### src/rtl/muldiv_unit_if.sv
// Request/result bundle between the issue path and the multiply/divide unit.
// The master issues operations and reads HI/LO; the slave is the unit itself.
interface muldiv_unit_if #(
    parameter int WIDTH = 32
);
    logic             start;
    logic [2:0]       op;
    logic [WIDTH-1:0] op_a;
    logic [WIDTH-1:0] op_b;
    logic             busy;
    logic             done;
    logic [WIDTH-1:0] hi;
    logic [WIDTH-1:0] lo;

    modport master (
        output start, op, op_a, op_b,
        input  busy, done, hi, lo
    );

    modport slave (
        input  start, op, op_a, op_b,
        output busy, done, hi, lo
    );
endinterface

### src/rtl/muldiv_unit.sv
// Multi-cycle multiply/divide unit that owns the architectural HI/LO registers.
// MULT/MULTU use a shift-add loop over a 64-bit accumulator, DIV/DIVU use
// restoring shift-subtract; signed operations work on magnitudes and apply a
// sign fix-up in a final cycle. MTHI/MTLO write HI/LO directly while idle.
module muldiv_unit #(
    parameter int WIDTH = 32
) (
    input logic           clk,
    input logic           rst_n,
    muldiv_unit_if.slave  bus
);

    typedef enum logic [1:0] {
        IDLE,
        CALC,
        FIX
    } state_t;

    localparam logic [2:0] OP_MTHI = 3'b100;
    localparam logic [2:0] OP_MTLO = 3'b101;

    state_t state_q, state_d;

    // Accumulator: multiply keeps {partial product, remaining multiplier};
    // divide keeps {partial remainder, dividend bits shifting into quotient}.
    logic [2*WIDTH-1:0] acc_q;
    logic [WIDTH-1:0]   opnd_q;
    logic [WIDTH-1:0]   opA_q;
    logic [4:0]         count_q;
    logic               isDiv_q;
    logic               negRes_q;
    logic               negRem_q;
    logic               divZero_q;
    logic [WIDTH-1:0]   hi_q;
    logic [WIDTH-1:0]   lo_q;
    logic               done_q;

    logic               issueMulDiv;
    logic               isSigned;
    logic [WIDTH-1:0]   magA;
    logic [WIDTH-1:0]   magB;
    logic [2*WIDTH-1:0] accStep;
    logic [WIDTH-1:0]   hiRes;
    logic [WIDTH-1:0]   loRes;

    assign issueMulDiv = bus.start && !bus.op[2];
    assign isSigned    = !bus.op[0];
    assign magA        = (isSigned && bus.op_a[WIDTH-1]) ? -bus.op_a : bus.op_a;
    assign magB        = (isSigned && bus.op_b[WIDTH-1]) ? -bus.op_b : bus.op_b;

    // State register; reset drops any in-flight operation immediately.
    always_ff @(posedge clk or negedge rst_n) begin
        if (!rst_n) begin
            state_q <= IDLE;
        end else begin
            state_q <= state_d;
        end
    end

    // Next state: 32 iteration edges in CALC, then one fix-up edge in FIX.
    always_comb begin
        state_d = state_q;
        case (state_q)
            IDLE:    if (issueMulDiv) state_d = CALC;
            CALC:    if (count_q == 5'd0) state_d = FIX;
            FIX:     state_d = IDLE;
            default: state_d = IDLE;
        endcase
    end

    // Busy is a pure decode of state so the stall path sees it without delay.
    always_comb begin
        bus.busy = (state_q != IDLE);
    end

    // One iteration of either algorithm, selected by the latched operation.
    always_comb begin
        logic [WIDTH:0]   mulSum;
        logic [WIDTH:0]   divShift;
        logic [WIDTH-1:0] divRem;
        mulSum   = '0;
        divShift = '0;
        divRem   = '0;
        accStep  = acc_q;
        if (isDiv_q) begin
            divShift = {acc_q[2*WIDTH-1:WIDTH], acc_q[WIDTH-1]};
            divRem   = divShift[WIDTH-1:0] - opnd_q;
            if (divShift >= {1'b0, opnd_q}) begin
                accStep = {divRem, acc_q[WIDTH-2:0], 1'b1};
            end else begin
                accStep = {divShift[WIDTH-1:0], acc_q[WIDTH-2:0], 1'b0};
            end
        end else begin
            mulSum  = {1'b0, acc_q[2*WIDTH-1:WIDTH]} + (acc_q[0] ? {1'b0, opnd_q} : '0);
            accStep = {mulSum, acc_q[WIDTH-1:1]};
        end
    end

    // Sign fix-up of the magnitude result; a zero divisor bypasses it.
    always_comb begin
        logic [2*WIDTH-1:0] prod;
        prod  = negRes_q ? -acc_q : acc_q;
        hiRes = prod[2*WIDTH-1:WIDTH];
        loRes = prod[WIDTH-1:0];
        if (isDiv_q) begin
            if (divZero_q) begin
                hiRes = opA_q;
                loRes = '1;
            end else begin
                hiRes = negRem_q ? -acc_q[2*WIDTH-1:WIDTH] : acc_q[2*WIDTH-1:WIDTH];
                loRes = negRes_q ? -acc_q[WIDTH-1:0] : acc_q[WIDTH-1:0];
            end
        end
    end

    // Datapath: operand capture on issue, iterate in CALC, commit in FIX.
    always_ff @(posedge clk or negedge rst_n) begin
        if (!rst_n) begin
            acc_q     <= '0;
            opnd_q    <= '0;
            opA_q     <= '0;
            count_q   <= '0;
            isDiv_q   <= 1'b0;
            negRes_q  <= 1'b0;
            negRem_q  <= 1'b0;
            divZero_q <= 1'b0;
            hi_q      <= '0;
            lo_q      <= '0;
            done_q    <= 1'b0;
        end else begin
            done_q <= 1'b0;
            case (state_q)
                IDLE: begin
                    if (bus.start) begin
                        if (bus.op == OP_MTHI) begin
                            hi_q <= bus.op_a;
                        end else if (bus.op == OP_MTLO) begin
                            lo_q <= bus.op_a;
                        end else if (issueMulDiv) begin
                            isDiv_q   <= bus.op[1];
                            opA_q     <= bus.op_a;
                            count_q   <= 5'd31;
                            negRes_q  <= isSigned && (bus.op_a[WIDTH-1] ^ bus.op_b[WIDTH-1]);
                            negRem_q  <= isSigned && bus.op_a[WIDTH-1];
                            divZero_q <= (bus.op_b == '0);
                            if (bus.op[1]) begin
                                opnd_q <= magB;
                                acc_q  <= {{WIDTH{1'b0}}, magA};
                            end else begin
                                opnd_q <= magA;
                                acc_q  <= {{WIDTH{1'b0}}, magB};
                            end
                        end
                    end
                end
                CALC: begin
                    acc_q   <= accStep;
                    count_q <= count_q - 5'd1;
                end
                FIX: begin
                    hi_q   <= hiRes;
                    lo_q   <= loRes;
                    done_q <= 1'b1;
                end
                default: ;
            endcase
        end
    end

    assign bus.done = done_q;
    assign bus.hi   = hi_q;
    assign bus.lo   = lo_q;

endmodule

### src/flat_wrapper.sv
// flat-port wrapper written by rule: the top's interface ports become plain ports
module muldiv_unit_flat 
#(
    parameter int WIDTH = 32
)
  (clk, rst_n, bus_start, bus_op, bus_op_a, bus_op_b, bus_busy, bus_done, bus_hi, bus_lo);
  muldiv_unit_if #(.WIDTH(WIDTH)) bus_i ();
  input logic clk;
  input logic rst_n;
  input wire logic [$bits(bus_i.start)-1:0] bus_start;
  input wire logic [$bits(bus_i.op)-1:0] bus_op;
  input wire logic [$bits(bus_i.op_a)-1:0] bus_op_a;
  input wire logic [$bits(bus_i.op_b)-1:0] bus_op_b;
  output wire logic [$bits(bus_i.busy)-1:0] bus_busy;
  output wire logic [$bits(bus_i.done)-1:0] bus_done;
  output wire logic [$bits(bus_i.hi)-1:0] bus_hi;
  output wire logic [$bits(bus_i.lo)-1:0] bus_lo;
  assign bus_i.start = bus_start;
  assign bus_i.op = bus_op;
  assign bus_i.op_a = bus_op_a;
  assign bus_i.op_b = bus_op_b;
  assign bus_busy = bus_i.busy;
  assign bus_done = bus_i.done;
  assign bus_hi = bus_i.hi;
  assign bus_lo = bus_i.lo;
  muldiv_unit #(.WIDTH(WIDTH)) u_core (.clk(clk), .rst_n(rst_n), .bus(bus_i));
endmodule
### config.mk
export PLATFORM = sky130hd
export DESIGN_NAME = muldiv_unit_flat
export DESIGN_NICKNAME = d
export VERILOG_FILES = /design/src/rtl/muldiv_unit_if.sv /design/src/rtl/muldiv_unit.sv /design/src/flat_wrapper.sv
export SDC_FILE = /design/constraint.sdc
export NUM_CORES = 1
export LEC_CHECK = 0
export BUFFER_PORTS_ARGS = -buffer_cell sky130_fd_sc_hd__buf_2
export CAP_MARGIN = 20
export CELL_PAD_IN_SITES_DETAIL_PLACEMENT = 1
export CELL_PAD_IN_SITES_GLOBAL_PLACEMENT = 2
export CORE_MARGIN = 8
export CORE_UTILIZATION = 33
export CTS_CLUSTER_SIZE = 14
export DETAILED_ROUTE_END_ITERATION = 12
export PLACE_DENSITY = 0.78
export SLEW_MARGIN = 20
export SYNTH_ARGS = -nofsm -noshare
export SYNTH_HDL_FRONTEND = slang
export SYNTH_SLANG_ARGS = --single-unit
### constraint.sdc
create_clock -name clk -period 3 [get_ports clk]
set_clock_uncertainty 0.05 [all_clocks]
set_input_delay 0.3 -clock clk [delete_from_list [all_inputs] [get_ports clk]]
set_output_delay 0.3 -clock clk [all_outputs]
set_load 0.02 [all_outputs]
---- Yosys cells after proc, flatten, opt, wreduce, memory -nomap -nowiden ----
Cells that the tools add are included.
cells by class
  mux-type cells .......................... 35
  equal/unequal tests ..................... 11
  bitwise gates (word level) .............. 3
  add/sub/neg operators ................... 8
  $lt $le $gt $ge ......................... 1
  reduce and logical (&&, ||, !) cells .... 17
operator list
  cell                   number
  $mux W32               16
  $mux W64               7
  $neg A32 Y32           4
  $pmux W32 S2           2
  $pmux W64 S2           1
  $neg A64 Y64           1
  $add A32 B33 Y33       1
  $ge A33 B32 Y1         1
  $logic_not A32 Y1      1
  $sub A32 B32 Y32       1
  $mux W5                4
  $pmux W5 S2            1
  $reduce_and A5 Y1      2
  $ne A2 B1 Y1 const B   4
  $eq A3 B3 Y1 const B   2
  $ne A2 B2 Y1 const B   3
  $reduce_bool A2 Y1     3
  $logic_not A5 Y1       1
  $sub A5 B1 Y5 const B  1
  $logic_and A1 B1 Y1    4
  $mux W2                2
  $pmux W2 S2            1
  $reduce_and A4 Y1      1
  $reduce_and A3 Y1      1
  other kinds (8)        10
word-level totals
  output and inout port bits .............. 66
  bits of input ports ..................... 70
  register bits ........................... 204

---- Longest topological paths before layout ----
Gate-level depths: netlist of run 1.
  depth in word-level cells ............... 9
  mapped depth ............................ 14

---- Worst setup path after synthesis of run 1 ----
Ideal clock, no wire load.
  path type ............................... register to register
  start point ............................. register u_core.acc_q[0]
  end point ............................... register u_core.acc_q[62]
  stages on the path, launching flop included .. 14
  arrival time ............................ 2985 ps
  clock period less this slack ............ 3145 ps
  buffers on the path ..................... 1
  path slack .............................. -145 ps
  data required time ...................... 2840 ps
  cell sequence ........................... dfrtp_1 -> inv_1 -> clkbuf_1 -> nor2_1 -> ha_1 -> a21o_1 -> a21oi_1 -> a21boi_0 -> a21o_1 -> a32oi_1 -> nand2_1 -> a31o_2 -> and3_1 -> o41ai_1
between the ends
  word-level cells in the longest chain between the ends .. 4
RTL lines
  what                      line                text
  start: declaration        muldiv_unit.sv:26   logic [2*WIDTH-1:0] acc_q;
  start signal: assignment  muldiv_unit.sv:148  acc_q <= {{WIDTH{1'b0}}, magA};
  start signal: assignment  muldiv_unit.sv:151  acc_q <= {{WIDTH{1'b0}}, magB};
  start signal: assignment  muldiv_unit.sv:157  acc_q <= accStep;
  $mux W32                  muldiv_unit.sv:94   mulSum = {1'b0, acc_q[2*WIDTH-1:WIDTH]} + (acc_q[0] ? {1'b0, opnd_q} : '0);
  $add A32 B33 Y33          muldiv_unit.sv:94
  $mux W64                  muldiv_unit.sv:85   if (isDiv_q) begin
  $pmux W64 S2              muldiv_unit.sv:132  case (state_q)
Every way passes these cells.
A chain may end at the register's enable or synchronous reset.

---- Worst setup path after layout of run 1 ----
Ends and elaborated chain as after synthesis.

==> results of run 1 <==
-- final cells by class --
class	count	area, µm²	share of cell area, %
inverter	67	256.5	1.113
tap	680	850.8	3.691
timing repair buffer	517	3749	16.26
clock inverter	15	146.4	0.6351
multi-input combinational	1774	12180	52.85
sequential	204	5110	22.17
clock buffer	35	755.7	3.279
-- routing by layer --
layer | vias up | share of wire [%] | global-route usage (%)
li1 | 8624 | - | -
met1 | 9588 | 42 | 33.04
met2 | 477 | 49 | 45.32
met3 | 148 | 4.9 | 3.390
met4 | 2 | 4.0 | 8.675
met5 | - | 0.016 | 0
-- worst paths after layout --
| check | cells past startpoint | start | endpoint |
|---|---|---|---|
| setup reg to reg | 13 | u_core.acc_q[0] | u_core.acc_q[62] |
| hold reg to reg | 1 | u_core.bus.lo[29] | u_core.bus.lo[29] |
| setup / recovery | 13 | u_core.acc_q[0] | u_core.acc_q[62] |
| min in group asynchronous | 2 | rst_n | u_core.acc_q[42] |
| hold / removal | 3 | bus_op_a[7] | u_core.opA_q[7] |
| max in group asynchronous | 3 | rst_n | u_core.bus.lo[19] |
-- cells in the mapped netlist, drive strengths merged, types with 13 or more instances --
cell type / number
dfrtp: 204
a31oi: 18
mux2i: 65
or2: 14
a22oi: 20
a21o: 44
ha: 70
a32oi: 26
a21oi: 157
xnor2: 104
nor4: 21
or4: 17
nor2b: 14
o221ai: 20
o211ai: 15
or3: 26
clkbuf: 126
nand3: 27
nor2: 184
nand2: 360
a222oi: 14
inv: 66
o41ai: 14
o31ai: 16
xor2: 96
o21ai: 233
nor3: 31
buf: 31
nand2b: 13
-- power groups by stage --
stage	clock [mW]	sequential [mW]	combinational [mW]
5_1_grt	3.52	5.31	24.9
3_3_place_gp	0	5.04	19.8
4_1_cts	3.42	5.09	21.3
2_1_floorplan	0	5.39	11.3
6_report	3.38	5.17	23.2
3_5_place_dp	0	5.09	20.3
-- placed cells by master (no fill, tap or decap), drive strengths merged, types with 13 or more instances in the layout --
cell	n
nor2b	14
nand2b	13
o211ai	15
xor2	96
dfrtp	204
nand2	360
a22oi	20
o221ai	20
o41ai	14
o21ai	233
a222oi	14
or4	17
buf	514
o31ai	16
a32oi	26
clkbuf	35
or3	26
a21o	44
nor4	21
xnor2	104
a21oi	157
nand3	27
a31oi	18
inv	69
ha	70
mux2i	65
or2	14
nor2	184
nor3	31
-- metrics by stage --
| step | TNS, ns | hold slack (ns) | cells |
|---|---|---|---|
| final | -0.4197 | 0.03034 | 3292 |
| after global routing | -1.743 | 0.02224 | 3292 |
| after CTS | -0.4654 | 0.008813 | 3264 |
| after detailed placement | -8.501 | 0.2475 | 3194 |
| after global placement | -5.470 | 0.2387 | 3194 |
| after floorplan | 0 | -0.04559 | 2201 |
-- registers in the layout (all words and copies together) (netlist names) --
| name | count |
|---|---|
| u_core.opA_q | 32 |
| u_core.bus.hi | 32 |
| u_core.acc_q | 64 |
| u_core.opnd_q | 32 |
| u_core.count_q | 5 |
| u_core.bus.done | 1 |
| u_core.divZero_q | 1 |
| u_core.bus.lo | 32 |
| u_core.state_q | 2 |
| u_core.negRem_q | 1 |
| u_core.negRes_q | 1 |
| u_core.isDiv_q | 1 |
-- timing repair --
| action | CTS | global route |
|---|---|---|
| pin swaps | 22 | 71 |
| setup buffers | 17 | 28 |
| endpoints found under the hold margin | 62 | 0 |
| cloned | 1 | 0 |
| endpoints found under the setup margin | 51 | 55 |
| hold buffers | 3 | 0 |
| resized for setup | 80 | 172 |
-- cell families (layout without fill, tap and decap cells) --
logic type / Yosys count / in the layout / share of synthesized area (%)
buffers and inverters: 224 / 634 / 5.064
DFF: 204 / 204 / 29.77
xor gates and xnor gates: 200 / 200 / 10.22
AOI/OAI and AO/OA: 669 / 670 / 24.67
and+or+nand+nor: 761 / 761 / 20.75
adders and majority gates: 72 / 72 / 5.342
muxes: 71 / 71 / 4.189
-- worst reg2reg max path: stages (launching register included) --
cell and delay [ns]:
sky130_fd_sc_hd__dfrtp_1 0.42, sky130_fd_sc_hd__buf_4 0.16, sky130_fd_sc_hd__nand2_2 0.07, sky130_fd_sc_hd__inv_1 0.05, sky130_fd_sc_hd__ha_1 0.29, sky130_fd_sc_hd__a211o_1 0.31
sky130_fd_sc_hd__a21oi_4 0.21, sky130_fd_sc_hd__a21boi_2 0.10, sky130_fd_sc_hd__a21o_1 0.25, sky130_fd_sc_hd__a32oi_2 0.27, sky130_fd_sc_hd__nand2_1 0.12, sky130_fd_sc_hd__a31o_2 0.25
sky130_fd_sc_hd__and3_1 0.19, sky130_fd_sc_hd__o41ai_2 0.30
==> run metrics, run 1 <==
cell area after technology mapping=17150 µm²; number of top-level pins=136; proportion of layout cells with a drive suffix above 1=29.56%; buffer type at the clock tree root=sky130_fd_sc_hd__clkbuf_16; largest voltage drop on the vdd net=0.6043 mV; vias in the first global route=19650; number of antenna violations at the first check in global routing=2; total number of H-tree levels=1; crit path max-delay cell type=sky130_fd_sc_hd__dfrtp_1; setup repair after global routing missed its margin=true; PnR Total Power=31.75 mW; ratio of final minimum period to clock period=103.4%; endpoint type of the worst setup path=register; kind of cell adding the most delay to the critical path=compound AO/OA/AOI/OAI gates; Nets=2733; class of the most critical hold timing path=in -> reg; worst endpoint required time=3.43 ns; cell type with the highest aggregate area in the netlist=sky130_fd_sc_hd__dfrtp_1; register clock-pin slew on the reported worst setup and hold paths=0.06 ns; total CTS buffers=27; area of the core=51300 µm²; post-synthesis area per instance=7.790 µm²; standard cell area after detailed placement=20740 µm²; pwr/cell area=1377 nW/µm²; buffers plus inverters on the worst setup path=2; sequential share of power=16.3%; path type of the worst setup path=reg -> reg; violation count after the first detailed-route iteration=1304; width of the die=243.9 µm; count of unresolved DRC violations after routing=0; distinct cell type count of the synthesized netlist=91; violations in the final reports=negative setup slack; worst rel slew slack=35.66%; Setup violations, final=9; #FFs+latches synth=204; arrival time at the worst endpoint=3.53 ns; highest achievable clock rate=322.5 MHz; Post-synth top flop=sky130_fd_sc_hd__dfrtp_1; First-pass DRT Iterations=5; worst slew pin tran=0.9650 ns; routed via count divided by cell count=5.723; sum of routed wire length over all layers=81490 µm; min cycle time layout=3.101 ns; synthesized netlist net count=2343; DP HPWL=62450 µm; clock latency of the later-clocked register in the worst-skew pair=0.58 ns; maximum root-to-sink buffer count=3; remaining global-route overflow=0; die area=59510 µm²; number of rows created at floorplan=83; number of inserted diodes=0; final core occ=44.93%; total track usage=26.04%; Hold Fails Final Rpt=0; Worst Setup Slack post-DPL=-0.4474 ns; Final ANT Viol Nets=0; P_int=16.42 mW; TritonCTS clock tree=done; share of power burned in combinational logic=73.1%; post-synthesis instance total=2201; standby leakage power=10.21 nW; CP max FO=3; critical path, cell by cell=buf_4 > nand2_2 > inv_1 > ha_1 > a211o_1 > a21oi_4 > a21boi_2 > a21o_1 > a32oi_2 > nand2_1 > a31o_2 > and3_1 > o41ai_2; max_cap viols=0; sequential fraction of the synthesis area=29.77%; most area-consuming cells after synthesis=sky130_fd_sc_hd__dfrtp_1 (30%), sky130_fd_sc_hd__nand2_1 (7.9%), sky130_fd_sc_hd__o21ai_0 (6.4%), sky130_fd_sc_hd__xnor2_1 (5.3%), sky130_fd_sc_hd__ha_1 (5.1%); Post-synth EDFFs=0; pin count of the biggest net entering global routing=100; yosys warns=0; via count=18840; delay of the slowest critical-path stage=0.42 ns; number of port buffers=135; share of synthesized registers carrying an async set or reset=100.0%; final weighted congestion of routability-driven global placement=0.9305; Initial Utilization=33.42%; filler cell count in the final layout=6210; global-route wire length before repair=121600 µm; area growth from synthesis to layout=34.44%; Final Slew Violations=0; post-layout instance area=23050 µm²; switch share=48.27%; chip height=243.9 µm; startpoint type of the worst setup path=register; Routed WL per cell=24.75 µm; setup slack of the most critical reg-to-reg path=-0.10 ns; CTS sink count=204; part of the power in the clock network=10.6%; Switching Power=15.33 mW; outcome=finished with violations; area share of the largest cell type after synthesis=29.77%; worst setup margin=-0.1012 ns
Power figures use the tool's default switching activity.
==> run 2: changes to the inputs <==
--- a/config.mk
+++ b/config.mk
@@ -9,11 +9,12 @@
 export CAP_MARGIN = 20
 export CELL_PAD_IN_SITES_DETAIL_PLACEMENT = 1
 export CELL_PAD_IN_SITES_GLOBAL_PLACEMENT = 2
+export CORE_ASPECT_RATIO = 1.1
 export CORE_MARGIN = 8
-export CORE_UTILIZATION = 33
+export CORE_UTILIZATION = 37
 export CTS_CLUSTER_SIZE = 14
 export DETAILED_ROUTE_END_ITERATION = 12
-export PLACE_DENSITY = 0.78
+export PLACE_DENSITY = 0.82
 export SLEW_MARGIN = 20
 export SYNTH_ARGS = -nofsm -noshare
 export SYNTH_HDL_FRONTEND = slang
==> constraint.sdc (replaced) <==
create_clock -name clk -period 3.2 [get_ports clk]
set_clock_uncertainty 0.05 [all_clocks]
set_input_delay 0.32 -clock clk [delete_from_list [all_inputs] [get_ports clk]]
set_output_delay 0.32 -clock clk [all_outputs]
set_load 0.02 [all_outputs]
==> run 2 against run 1 <==
The flow still finishes with violations (negative setup slack). Total power fell by 14%. Combinational power decreased by 19%. Via count is 3.0% lower. Maximum frequency fell by 6.1%. Final area fell by 7.6%. Sequential share of layout area rose by 1.8 points. Count of clock-buffer cells in the layout is the same. Register-to-register slack barely moved. Global-route usage increased by 1.8 points. Wire length is 3.9% lower. Sequential power fell by 3.9%.
==> run metrics, run 2 (synthesized netlist as in run 1, its figures left out) <==
Routed WL per cell=25.65 µm; depth of the most critical reg-to-reg path=15; setup slack of the most critical reg-to-reg path=-0.10 ns; worst setup margin=-0.1012 ns; capturing point of the worst reg2reg path=u_core.acc_q[60]; violation count after the first detailed-route iteration=1254; standard cell area after detailed placement=19700 µm²; die area=53500 µm²; standby leakage power=9.441 nW; number of top-level pins=136; vias in the first global route=19060; share of power burned in combinational logic=69.2%; First-pass DRT Iterations=6; number of port buffers=135; total CTS buffers=28; DP Cell Count=2981; number of cells on the worst hold path=3; Top reg by flops=u_core.acc_q; total number of cells along the worst setup path=15; violations in the final reports=negative setup slack; path type of the worst setup path=reg -> reg; buffers plus inverters on the worst setup path=4; count of unresolved DRC violations after routing=0; leading cell type in the layout, fill and taps excluded=sky130_fd_sc_hd__nand2_1; arrival time at the worst endpoint=3.78 ns; ratio of final minimum period to clock period=103.2%; CP max FO=8; via count=18270; register clock-pin slew on the reported worst setup and hold paths=0.06 ns; PnR Total Power=27.37 mW; delay of the slowest critical-path stage=0.40 ns; min cycle time layout=3.301 ns; worst rel slew slack=35.35%; total number of H-tree levels=1; startpoint of the worst hold path=bus_op_a[27]; worst slew pin tran=0.9698 ns; setup repair after global routing missed its margin=true; Initial Utilization=37.56%; Switching Power=13.55 mW; Final ANT Viol Nets=0; worst r2r src=u_core.acc_q[0]; CTS sink count=204; final core occ=46.66%; highest-count cells in the layout ignoring fill and taps=sky130_fd_sc_hd__nand2_1 (358), sky130_fd_sc_hd__buf_4 (217), sky130_fd_sc_hd__dfrtp_1 (202), sky130_fd_sc_hd__o21ai_0 (200), sky130_fd_sc_hd__nor2_1 (178); critical path, cell by cell=clkinvlp_4 > buf_4 > nor2_1 > ha_2 > o21ai_1 > buf_4 > nor4b_1 > a21boi_2 > a21o_1 > a32oi_2 > buf_4 > o221ai_2 > xor2_1 > o21ai_1 > a21oi_1; startpoint type of the worst setup path=register; number of rows created at floorplan=82; chip height=241.8 µm; number of inserted diodes=0; largest voltage drop on the vdd net=0.5958 mV; sum of negative setup slack=-0.2586 ns; proportion of layout cells with a drive suffix above 1=21.88%; WHS Endpoint=u_core.opA_q[27]; kind of cell adding the most delay to the critical path=compound AO/OA/AOI/OAI gates; flip-flop count of the largest register after layout=64; clock latency of the later-clocked register in the worst-skew pair=0.60 ns; worst hold slack across all endpoints=0.02077 ns; global-route wire length before repair=117200 µm; class of the most critical hold timing path=in -> reg; highest achievable clock rate=302.9 MHz; P_int=13.82 mW; final weighted congestion of routability-driven global placement=0.9385; switch share=49.50%; width of the die=221.3 µm; Worst Setup Slack post-DPL=-0.3319 ns; cell with the most instances on the worst path=sky130_fd_sc_hd__buf_4; maximum root-to-sink buffer count=3; Nets=2584; crit path max-delay cell type=sky130_fd_sc_hd__dfrtp_1; area growth from synthesis to layout=24.26%; pwr/cell area=1285 nW/µm²; DP HPWL=60540 µm; area of the core=45660 µm²; part of the power in the clock network=12.7%; total track usage=27.89%; Hold Fails Final Rpt=0; sum of routed wire length over all layers=78290 µm; TritonCTS clock tree=done; outcome=finished with violations; routed via count divided by cell count=5.985; worst endpoint required time=3.67 ns; post-layout instance area=21310 µm²; endpoint type of the worst setup path=register; remaining global-route overflow=0; sequential share of power=18.2%; max_cap viols=0; pin count of the biggest net entering global routing=100; number of non-filler instances in the completed layout=3052; Setup violations, final=4; Final Slew Violations=0; number of antenna violations at the first check in global routing=0; buffer type at the clock tree root=sky130_fd_sc_hd__clkbuf_16
-- run 2: layout make-up --
| type | count | area [µm²] |
|---|---|---|
| Fill cell | 5523 | 24350 |
| Multi-Input combinational cell | 1773 | 11640 |
| Sequential cell | 204 | 5107 |
| Timing Repair Buffer | 368 | 2555 |
| Clock buffer | 35 | 767.0 |
| Tap cell | 588 | 735.7 |
| Inverter | 67 | 255.2 |
| Clock inverter | 17 | 247.7 |
-- run 2: worst max path at each step --
stage                               start          endpoint
after CTS                 u_core.acc_q[0]  u_core.acc_q[56]
after floorplan           u_core.acc_q[0]  u_core.acc_q[62]
after detailed placement  u_core.acc_q[0]  u_core.acc_q[60]
final                     u_core.acc_q[0]  u_core.acc_q[60]
after global placement    u_core.acc_q[0]  u_core.acc_q[58]
after global routing      u_core.acc_q[0]  u_core.acc_q[60]
-- run 2: power groups by stage --
stage / Sequential (mW) / Combinational, mW / Clock (mW)
floorplan: 5.06 / 10.5 / 0
global placement: 4.89 / 17.3 / 0
detailed placement: 4.95 / 17.7 / 0
CTS: 4.92 / 18.2 / 3.51
global route: 5.09 / 20.4 / 3.59
finish: 4.97 / 18.9 / 3.46
-- run 2: what timing repair did --
action	4_1_cts	5_1_grt
hold buffers	5	0
buffers inserted	6	8
pin swaps	9	24
hold endpoints to repair	80	0
gates resized for setup	34	80
setup endpoints to repair	25	46
-- run 2: tightest hold or removal path: cells and delay by family --
| kind | cells | cell delay, ns |
|---|---|---|
| buffers and inverters | 1 | 0.17 |
| and+or+nand+nor | 2 | 0.13 |
-- run 2: routing by layer --
layer  vias up  part of all wire, %  global-route usage [%]
met5         -                    0                       0
met1      9220                   41                   34.22
met3       167                  4.6                   3.027
li1       8326                    -                       -
met4         0                  4.7                   12.29
met2       553                   49                   48.89
==> run 3: changes to the inputs <==
--- a/config.mk
+++ b/config.mk
@@ -11,10 +11,10 @@
 export CELL_PAD_IN_SITES_GLOBAL_PLACEMENT = 2
 export CORE_ASPECT_RATIO = 1.1
 export CORE_MARGIN = 8
-export CORE_UTILIZATION = 37
+export CORE_UTILIZATION = 40
 export CTS_CLUSTER_SIZE = 14
 export DETAILED_ROUTE_END_ITERATION = 12
-export PLACE_DENSITY = 0.82
+export PLACE_DENSITY = 0.92
 export SLEW_MARGIN = 20
 export SYNTH_ARGS = -nofsm -noshare
 export SYNTH_HDL_FRONTEND = slang
==> constraint.sdc (replaced) <==
create_clock -name clk -period 3.85 [get_ports clk]
set_clock_uncertainty 0.05 [all_clocks]
set_input_delay 0.385 -clock clk [delete_from_list [all_inputs] [get_ports clk]]
set_output_delay 0.385 -clock clk [all_outputs]
set_load 0.02 [all_outputs]
==> run 3 against run 2 <==
The run now ends clean. Worst setup slack improved by 0.28 ns. Register-to-register slack improved by 0.28 ns. Sequential share of layout area rose by 2.1 points. Non-clock buffer count shrank 146. Worst hold slack improved by 0.077 ns. Maximum frequency fell by 10%. Final area down 7.9%. Largest cell class unchanged.
==> run metrics, run 3 (synthesized netlist as in run 1, its figures left out) <==
highest achievable clock rate=272.2 MHz; via count=17730; flip-flop count of the largest register after layout=64; final core occ=46.36%; number of rows created at floorplan=79; startpoint type of the worst setup path=register; Nets=2438; outcome=finished clean; sum of routed wire length over all layers=74340 µm; TritonCTS clock tree=done; CTS sink count=204; total track usage=29.25%; standard cell area after detailed placement=18670 µm²; ratio of final minimum period to clock period=95.43%; remaining global-route overflow=0; area growth from synthesis to layout=14.38%; pwr/cell area=1044 nW/µm²; Final ANT Viol Nets=0; worst slew pin tran=1.233 ns; Final Slew Violations=0; chip height=233.1 µm; worst setup margin=0.1759 ns; maximum root-to-sink buffer count=3; pin count of the biggest net entering global routing=100; register clock-pin slew on the reported worst setup and hold paths=0.06 ns; area of the core=42310 µm²; Initial Utilization=40.53%; Routed WL per cell=25.78 µm; DP HPWL=56740 µm; class of the most critical hold timing path=in -> reg; Setup violations, final=0; path type of the worst setup path=reg -> reg; delay of the slowest critical-path stage=0.52 ns; largest voltage drop on the vdd net=0.4635 mV; worst rel slew slack=17.71%; First-pass DRT Iterations=6; clock latency of the later-clocked register in the worst-skew pair=0.56 ns; vias in the first global route=18500; Worst Setup Slack post-DPL=0.1180 ns; global-route wire length before repair=112500 µm; CP max FO=6; min cycle time layout=3.674 ns; Top reg by flops=u_core.acc_q; total CTS buffers=27; worst endpoint required time=4.30 ns; buffer type at the clock tree root=sky130_fd_sc_hd__clkbuf_16; final weighted congestion of routability-driven global placement=0.9657; DP Cell Count=2831; number of non-filler instances in the completed layout=2883; count of unresolved DRC violations after routing=0; die area=49750 µm²; endpoint type of the worst setup path=register; proportion of layout cells with a drive suffix above 1=13.95%; setup slack of the most critical reg-to-reg path=0.18 ns; crit path max-delay cell type=sky130_fd_sc_hd__dfrtp_1; post-layout instance area=19610 µm²; max_cap viols=0; number of antenna violations at the first check in global routing=2; routed via count divided by cell count=6.149; number of port buffers=135; critical path, cell by cell=and2_1 > ha_1 > inv_1 > fa_1 > nor2b_1 > o2111ai_1 > a31oi_1 > o21ai_1 > o211ai_2 > a41oi_1 > o31ai_1 > buf_4 > a32o_1; number of top-level pins=136; highest-count cells in the layout ignoring fill and taps=sky130_fd_sc_hd__nand2_1 (359), sky130_fd_sc_hd__o21ai_0 (218), sky130_fd_sc_hd__dfrtp_1 (202), sky130_fd_sc_hd__nor2_1 (183), sky130_fd_sc_hd__a21oi_1 (156); total number of H-tree levels=1; arrival time at the worst endpoint=4.13 ns; violation count after the first detailed-route iteration=1366; leading cell type in the layout, fill and taps excluded=sky130_fd_sc_hd__nand2_1; standby leakage power=8.607 nW; width of the die=213.4 µm; Hold Fails Final Rpt=0
[run 3: changes by cell type in the layout (fill, tap and decap cells not counted), sizes merged]
cell	delta
diode	+1
clkinv	-2
o21bai	+1
buf	-142
bufinv	-3
clkbuf	+2
clkinvlp	-1
dlygate4sd3	-4
[run 3: cell type report]
| type | count | area (µm²) |
|---|---|---|
| diodes | 1 | 2.502 |
| clock buffers | 37 | 783.3 |
| clock inverters | 11 | 113.9 |
| fillers | 5326 | 22690 |
| inverters | 67 | 255.2 |
| multi-input cells | 1774 | 11240 |
| flip-flops and latches | 204 | 5107 |
| well taps | 567 | 709.4 |
| repair buffers | 222 | 1403 |
[run 3: final timing paths]
path / from / end / cells past startpoint
max: u_core.acc_q[0] / u_core.acc_q[63] / 13
min: bus_op_a[17] / u_core.opA_q[17] / 3
max reg2reg: u_core.acc_q[0] / u_core.acc_q[63] / 13
min reg2reg: u_core.bus.lo[14] / u_core.bus.lo[14] / 1
max in group asynchronous: rst_n / u_core.opnd_q[14] / 3
min in group asynchronous: rst_n / u_core.opA_q[15] / 2
[run 3: report_power, final]
group          internal, mW  switching [mW]
logic                  5.21            8.48
clock network          1.55            1.06
registers              3.21           0.982
[run 3: critical path, delay by kind of cell, from the launching register on]
kind / cells / cell delay [ns]
buf+inv: 2 / 0.26
compound gates: 7 / 1.84
simple gates: 2 / 0.37
fa+ha+maj: 2 / 0.59
flops: 1 / 0.52
[run 3: per-layer routing]
layer,vias up,global-route usage [%],share of wire [%]
met5,-,0,0.017
met3,176,4.143,5.3
li1,8036,-,-
met2,569,50.50,49
met4,2,13.24,5.3
met1,8946,35.67,40
[run 3: what timing repair did]
action / CTS / global route
hold buffers: 1 / 0
buffers inserted: 0 / 1
hold endpoints to repair: 91 / 0
endpoints found under the setup margin: 0 / 7
gates resized for setup: 0 / 4
[run 3: through the flow]
stage / power [mW] / setup TNS, ns / hold WS, ns
6_report: 20.48 / 0 / 0.09750
5_1_grt: 21.86 / -0.005404 / 0.08442
4_1_cts: 20.32 / 0 / 0.06961
3_5_place_dp: 17.58 / 0 / 0.4099
3_3_place_gp: 17.18 / 0 / 0.4076
2_1_floorplan: 12.96 / 0 / 0.03941
